==> config.mk <==
export PLATFORM = sky130hd
export DESIGN_NAME = tone_divider_prog
export DESIGN_NICKNAME = d
export VERILOG_FILES = /design/src/rtl/tone_divider_prog_pkg.sv /design/src/rtl/tone_divider_prog.sv
export SDC_FILE = /design/constraint.sdc
export NUM_CORES = 1
export LEC_CHECK = 0
export BUFFER_PORTS_ARGS = -buffer_cell sky130_fd_sc_hd__clkbuf_2
export CAP_MARGIN = 40
export CORE_AREA = 2 2 97 168
export DETAILED_ROUTE_END_ITERATION = 8
export DIE_AREA = 0 0 99 170
export PLACE_DENSITY = 0.76
export SLEW_MARGIN = 20
export SYNTH_ARGS = -nofsm -noshare
export SYNTH_HDL_FRONTEND = slang
export SYNTH_SLANG_ARGS = --single-unit
==> constraint.sdc <==
create_clock -name clock_in -period 6.4 [get_ports clock_in]
set_input_delay 0.32 -clock clock_in [delete_from_list [all_inputs] [get_ports clock_in]]
set_output_delay 0.32 -clock clock_in [all_outputs]
set_load 0.1 [all_outputs]
==> src/rtl/tone_divider_prog_pkg.sv <==
// Shared definitions for the musical-notes path: duty codes, the duty threshold
// helper and divisors for common notes at a 100 MHz system clock.
package tone_divider_prog_pkg;

    localparam int DEFAULT_MIN_DIV = 2;

    localparam logic [1:0] DUTY_50 = 2'b00;
    localparam logic [1:0] DUTY_25 = 2'b01;
    localparam logic [1:0] DUTY_12 = 2'b10;
    localparam logic [1:0] DUTY_75 = 2'b11;

    // The threshold helper works at this width; callers cast in and out so any
    // counter width up to 64 bits can use it without overflow.
    localparam int THRESH_W = 64;

    // Divisors (clock cycles per period) for notes at 100 MHz.
    localparam int NOTE_C4 = 382226;
    localparam int NOTE_D4 = 340530;
    localparam int NOTE_E4 = 303370;
    localparam int NOTE_F4 = 286345;
    localparam int NOTE_G4 = 255102;
    localparam int NOTE_A4 = 227273;
    localparam int NOTE_B4 = 202478;
    localparam int NOTE_C5 = 191113;

    // Number of high cycles at the start of a period of d cycles.
    function automatic logic [THRESH_W-1:0] duty_thresh(
        input logic [THRESH_W-1:0] d,
        input logic [1:0]          duty
    );
        logic [THRESH_W-1:0] t;
        case (duty)
            DUTY_25: t = d >> 2;
            DUTY_12: t = d >> 3;
            DUTY_75: t = d - (d >> 2);
            default: t = d >> 1;
        endcase
        return t;
    endfunction

endpackage

==> src/rtl/tone_divider_prog.sv <==
// Programmable square-wave tone generator. Divisor/duty loads are staged in a
// shadow register and applied only at period boundaries (or at once when idle).
module tone_divider_prog
    import tone_divider_prog_pkg::*;
#(
    parameter int CNT_W       = 28,
    parameter int DEFAULT_DIV = 200000,
    parameter int MIN_DIV     = DEFAULT_MIN_DIV
) (
    input  logic             clock_in,
    input  logic             reset,
    input  logic             enable,
    input  logic [CNT_W-1:0] div_value,
    input  logic [1:0]       duty_sel,
    input  logic             div_load,
    output logic             h,
    output logic             period_tick,
    output logic             pending,
    output logic [CNT_W-1:0] active_div
);

    localparam logic [CNT_W-1:0] DEF_DIV_C = CNT_W'(DEFAULT_DIV);
    localparam logic [CNT_W-1:0] MIN_DIV_C = CNT_W'(MIN_DIV);
    localparam logic [CNT_W-1:0] ONE_C     = CNT_W'(1);

    logic [CNT_W-1:0] counter;
    logic [1:0]       active_duty;
    logic [CNT_W-1:0] shadow_div;
    logic [1:0]       shadow_duty;

    logic [CNT_W-1:0] load_div;
    logic [CNT_W-1:0] next_div;
    logic [1:0]       next_duty;
    logic [CNT_W-1:0] thresh;
    logic             running;
    logic             wrap;
    logic             apply;

    always_comb begin
        load_div  = div_value;
        next_div  = shadow_div;
        next_duty = shadow_duty;
        running   = 1'b0;
        wrap      = 1'b0;
        apply     = 1'b0;
        thresh    = '0;

        // Zero means mute and is kept; other too-small divisors are raised.
        if (div_value != '0 && div_value < MIN_DIV_C)
            load_div = MIN_DIV_C;

        running = enable && (active_div != '0);
        wrap    = running && (counter == active_div - ONE_C);

        // A load in this very cycle bypasses the shadow so it can apply now.
        if (div_load) begin
            next_div  = load_div;
            next_duty = duty_sel;
        end

        // Boundaries are a wrap while running, or any cycle while idle.
        apply  = (wrap || !running) && (pending || div_load);
        thresh = CNT_W'(duty_thresh(THRESH_W'(active_div), active_duty));
    end

    always_ff @(posedge clock_in or posedge reset) begin
        if (reset) begin
            counter     <= '0;
            active_div  <= DEF_DIV_C;
            active_duty <= DUTY_50;
            shadow_div  <= DEF_DIV_C;
            shadow_duty <= DUTY_50;
            pending     <= 1'b0;
            h           <= 1'b0;
            period_tick <= 1'b0;
        end else begin
            h           <= running && (counter < thresh);
            period_tick <= wrap;

            if (running && !wrap)
                counter <= counter + ONE_C;
            else
                counter <= '0;

            if (div_load) begin
                shadow_div  <= load_div;
                shadow_duty <= duty_sel;
            end

            if (apply) begin
                active_div  <= next_div;
                active_duty <= next_duty;
                pending     <= 1'b0;
            end else if (div_load) begin
                pending <= 1'b1;
            end
        end
    end

endmodule
# Word-level counts from Yosys, hierarchy flattened
# Cells that the tools add are included.
# Widths: inputs -> output; s select.
# op_classes
addsub	3
magnitude_cmp	2
eq_ne	4
muxes	7
reduce_logical	13
# ops
op	n
$mux 28	3
$pmux 28 s3	1
$reduce_bool 28->1	2
$add 28x1->28 const B	1
$eq 28x28->1	1
$lt 28x2->1 const B	1
$lt 28x28->1	1
$sub 28x1->28 const B	1
$sub 28x26->28	1
$logic_and 1x1->1	6
$eq 2x2->1 const B	2
$eq 2x1->1 const B	1
$logic_not 1->1	2
$logic_or 1x1->1	2
$mux 1	2
$mux 2	1
$reduce_bool 2->1	1
# word_totals
regBits	91
inputBits	34
out_inout_bits	31
wordCells	37

# Longest topological paths before layout
# logic_depth
word_depth	6
mapped_depth	23
mapped_depth_nobuf	23

# Least setup slack after synthesis
# OpenSTA, ideal clock, no wires.
# synth_timing
path_type	register to register
startpoint	reg active_div[3]
endpoint	reg h
setup_ps	125
arrival_ps	5169
t_required_ps	6275
slack_ps	1106
stages_incl_launch_ff	22
path_buffers	0
period_less_slack_ps	5294
path_cell_list	dfrtp_1 -> inv_1 -> ha_1 -> nor2b_1 -> o21ai_0 -> a21boi_0 -> o2111ai_1 -> a211oi_1 -> o21ai_0 -> or3b_2 -> nand2_1 -> mux4_2 -> ha_1 -> a21o_1 -> a21o_1 -> a21oi_1 -> o21ai_0 -> a311oi_1 -> a21oi_1 -> o21ai_0 -> a211oi_1 -> a2111oi_0
# synth_via
elab_chain_cells	4
word_cells_on_any_way	6
cone_classes	add/sub: 1; order compare: 1; mux: 1; reduce/logical: 3
# synth_rtl
item	line	rtl
from (decl)	tone_divider_prog.sv:19	output logic [CNT_W-1:0] active_div
from (signal assigned)	tone_divider_prog.sv:91	active_div <= next_div;
$sub 28x26->28	tone_divider_prog_pkg.sv:35	DUTY_75: t = d - (d >> 2);
$pmux 28 s3	tone_divider_prog_pkg.sv:32	case (duty)
$lt 28x28->1	tone_divider_prog.sv:77	h <= running && (counter < thresh);
$logic_and 1x1->1 *	tone_divider_prog.sv:77	
to (signal assigned)	tone_divider_prog.sv:77	
to (decl)	tone_divider_prog.sv:16	output logic h,
# Mark *: on every way between the ends. The rest lies on a longest branch, timed or not.
# A chain may end at the register's enable or synchronous reset.

# Worst setup path in the final report
# layout_timing
startpoint	reg active_div[2]
endpoint	reg h
# The elaborated chain is that of the path after synthesis.

==> metrics <==
result of the run complete, no violations; worst stage delay on the critical path 600 ps; Initial Utilization 0.512; clock buffer depth 2; main combinational cell family by area after synthesis simple AND/OR/NAND/NOR gates; Initial DRC Count 430; worst r2r src active_div[2]; drt wl/cell 19.3 µm; setup TNS 0 ps; top cells by area, synth dfrtp_1 25%, ha_1 8.9%, mux4_2 6.0%; Comb power frac 0.524; startpoint class of the critical path flip-flop; Reg power frac 0.281; final hold vios 0; grt ovf 0; period utilisation layout 0.856; Synth Area in Compound Gates 0.123; most frequent cells in the layout 79 x dfrtp_1, 64 x clkbuf_2, 56 x ha_1, 55 x inv_1, 50 x xnor2_1; final WL 19800 µm; Sw Ratio 0.462; worst-margin pin slew 773 ps; Placeable Area 15400 µm²; TritonCTS clock tree yes; nets@finish 926; HP Class input pin to asynchronous set/reset pin; number of synthesized register bits 91; Top Family by Delay on Critical Path compound AO/OA/AOI/OAI gates; initial antenna violation count 0; CP Max Fanout 11; sequential area share after synthesis 0.291; crit path kind flip-flop to flip-flop; Data required, critical path 6620 ps; Placer Congestion 0.898; Post-DP HPWL 15200 µm; Routed met3 length 782 µm; FP Rows 60; cell accounting for the most synthesized area dfrtp_1; Synth Area in XOR/XNOR 0.0911; gr usage total 0.243; Syn Nets 876; Fmax 0.183 GHz; CTS clk-pin slew, worst paths 70 ps; DIE WIDTH 99 µm; Worst path slowest cell dfrtp_1; crit-path cells ha_1 -> inv_1 -> fa_1 -> a211oi_1 -> o21bai_1 -> a21oi_1 -> o21bai_1 -> a21oi_1 -> o21bai_1 -> a21oi_1 -> xnor2_1 -> mux4_2 -> ha_1 -> a21o_1 -> a211o_1 -> a41oi_1 -> a21oi_1 -> o211ai_1 -> a21oi_1 -> o21ai_0 -> a211oi_1 -> a2111oi_0; uppermost routed layer met4; VDD IR max 0.236 mV; commonest register cell after synthesis dfrtp_1; Yosys cell types 82; CP arrival 5700 ps; drt via density 6.31; Post-Layout Cell Count 1026; post-cts resize count 0; Post-Synthesis Cells 785; most frequent CP cell a21oi_1; 1st-pass router iterations 5; full die area 16800 µm²; IO Pins 65; commonest non-fill, non-tap cell in the layout dfrtp_1; Inserted Clock Buffers 9; # DRC 0; top cell type's share of synthesized area 0.251; setup repair after global routing missed its margin no; adder-cell share of the synthesized area 0.0914; Clk Latency, worst-skew pair 360 ps; DP Area 8240 µm²; area delta synth->final 8.21%; critical path endpoint category flip-flop; clk sinks 91; Psw 1.28 mW; Cell Area, Synth 7880 µm²; Final min period 5480 ps; final setup violating endpoints 0; Vias 6476; share of total power in the clock network 0.196; Placed Cells 1010; Root Buffer clkbuf_16; Ys Warns 0; number of synthesized flops with an enable pin 0; Int Power 1.49 mW; met2 WL 10500 µm; Leak 3.81 nW; die extent in y 170 µm; post-route ant nets 0; Slew Limit Fails 0; vias in the first global route 6520; Worst Setup SP active_div[2]; power per cell area 325 nW/µm²; syn avg cell area 10.0 µm²; final instance area 8530 µm²; H-Tree Depth 3; ant diodes 0; Post-CTS Setup Inserts 0; PortBufs 64; largest net degree at the start of global routing 53; Synth Area in Simple Gates 0.173; share of layout cells above drive strength 1 0.242; clock skew 10.6 ps; Max Cap Viol 0; first-pass GRT wire length 32800 µm; Post-synth ARST share 1.00; met1 wire length 7590 µm; sum of buffers and inverters on the critical path 1; post-synthesis mux area share 0.170; max_slew headroom 0.471; hold_buf cts 0
metrics by stage:
| step | setup WS [ps] | util | hold WS (ps) | power, mW |
|---|---|---|---|---|
| 2_1_floorplan | 1110 | - | 468 | 1.95 |
| 3_3_place_gp | 1140 | 0.534 | 432 | 2.19 |
| 3_5_place_dp | 1020 | 0.535 | 434 | 2.22 |
| 4_1_cts | 987 | 0.554 | 68.3 | 2.76 |
| 5_1_grt | 384 | 0.554 | 93.7 | 2.93 |
| 6_report | 923 | 0.554 | 34.4 | 2.77 |
sequential cells by signal (all words and copies together), names as in the netlist:
name,count
active_div,28
counter,28
shadow_div,28
active_duty,2
shadow_duty,2
h,1
pending,1
period_tick,1
path summary, 6_finish.rpt:
check / end / slack, ps / cells past startpoint
max: h / 920 / 22
min: shadow_div[4] / 30 / 2
max reg2reg: h / 920 / 22
min reg2reg: shadow_div[27] / 500 / 1
max in group asynchronous: active_div[21] / 5280 / 3
min in group clock_in: shadow_duty[0] / 220 / 2
power groups by stage:
stage / Clock [mW] / Sequential (mW) / Combinational (mW)
2_1_floorplan: 0 / 0.987 / 0.959
3_3_place_gp: 0 / 0.783 / 1.41
6_report: 0.542 / 0.778 / 1.45
4_1_cts: 0.545 / 0.776 / 1.44
5_1_grt: 0.573 / 0.791 / 1.57
3_5_place_dp: 0 / 0.787 / 1.43
area by class of cell:
type | instances | area (µm²)
inverter | 56 | 211
sequential | 91 | 2290
multi-input combinational | 607 | 5120
tap | 186 | 233
clock inverter | 6 | 56.3
fill | 1330 | 6860
timing repair buffer | 70 | 378
clock buffer | 10 | 239
synth_stat cells, drive strengths merged, types with 5 or more instances:
master    n
o21ai    27
xor2     32
nand4    13
nand3    29
dfstp    12
mux2     59
buf      15
a21o     14
o31ai     6
a211oi    6
clkbuf   16
nor3     43
inv      56
xnor2    50
nor4     22
nor2     42
dfrtp    79
ha       56
mux4     23
and3     12
a21oi    33
and2      5
or4       7
nand2b    6
o2111ai   5
nand2    37
or3       6
o21bai    5
a31oi     9
kinds of logic (layout without fill, tap and decap cells):
kind of cell	count (synthesis)	after routing
xor+xnor	82	82
flops	91	91
compound gates	144	144
simple gates	238	238
mux	86	86
buf+inv	87	142
fa+ha+maj	57	57
per-layer routing:
layer / GRT usage / vias to the layer above
met5: 0 / -
met4: 0.127 / 0
met3: 0.0279 / 61
met2: 0.430 / 203
met1: 0.284 / 3197
li1: - / 3015
Power figures use the tool's default switching activity.
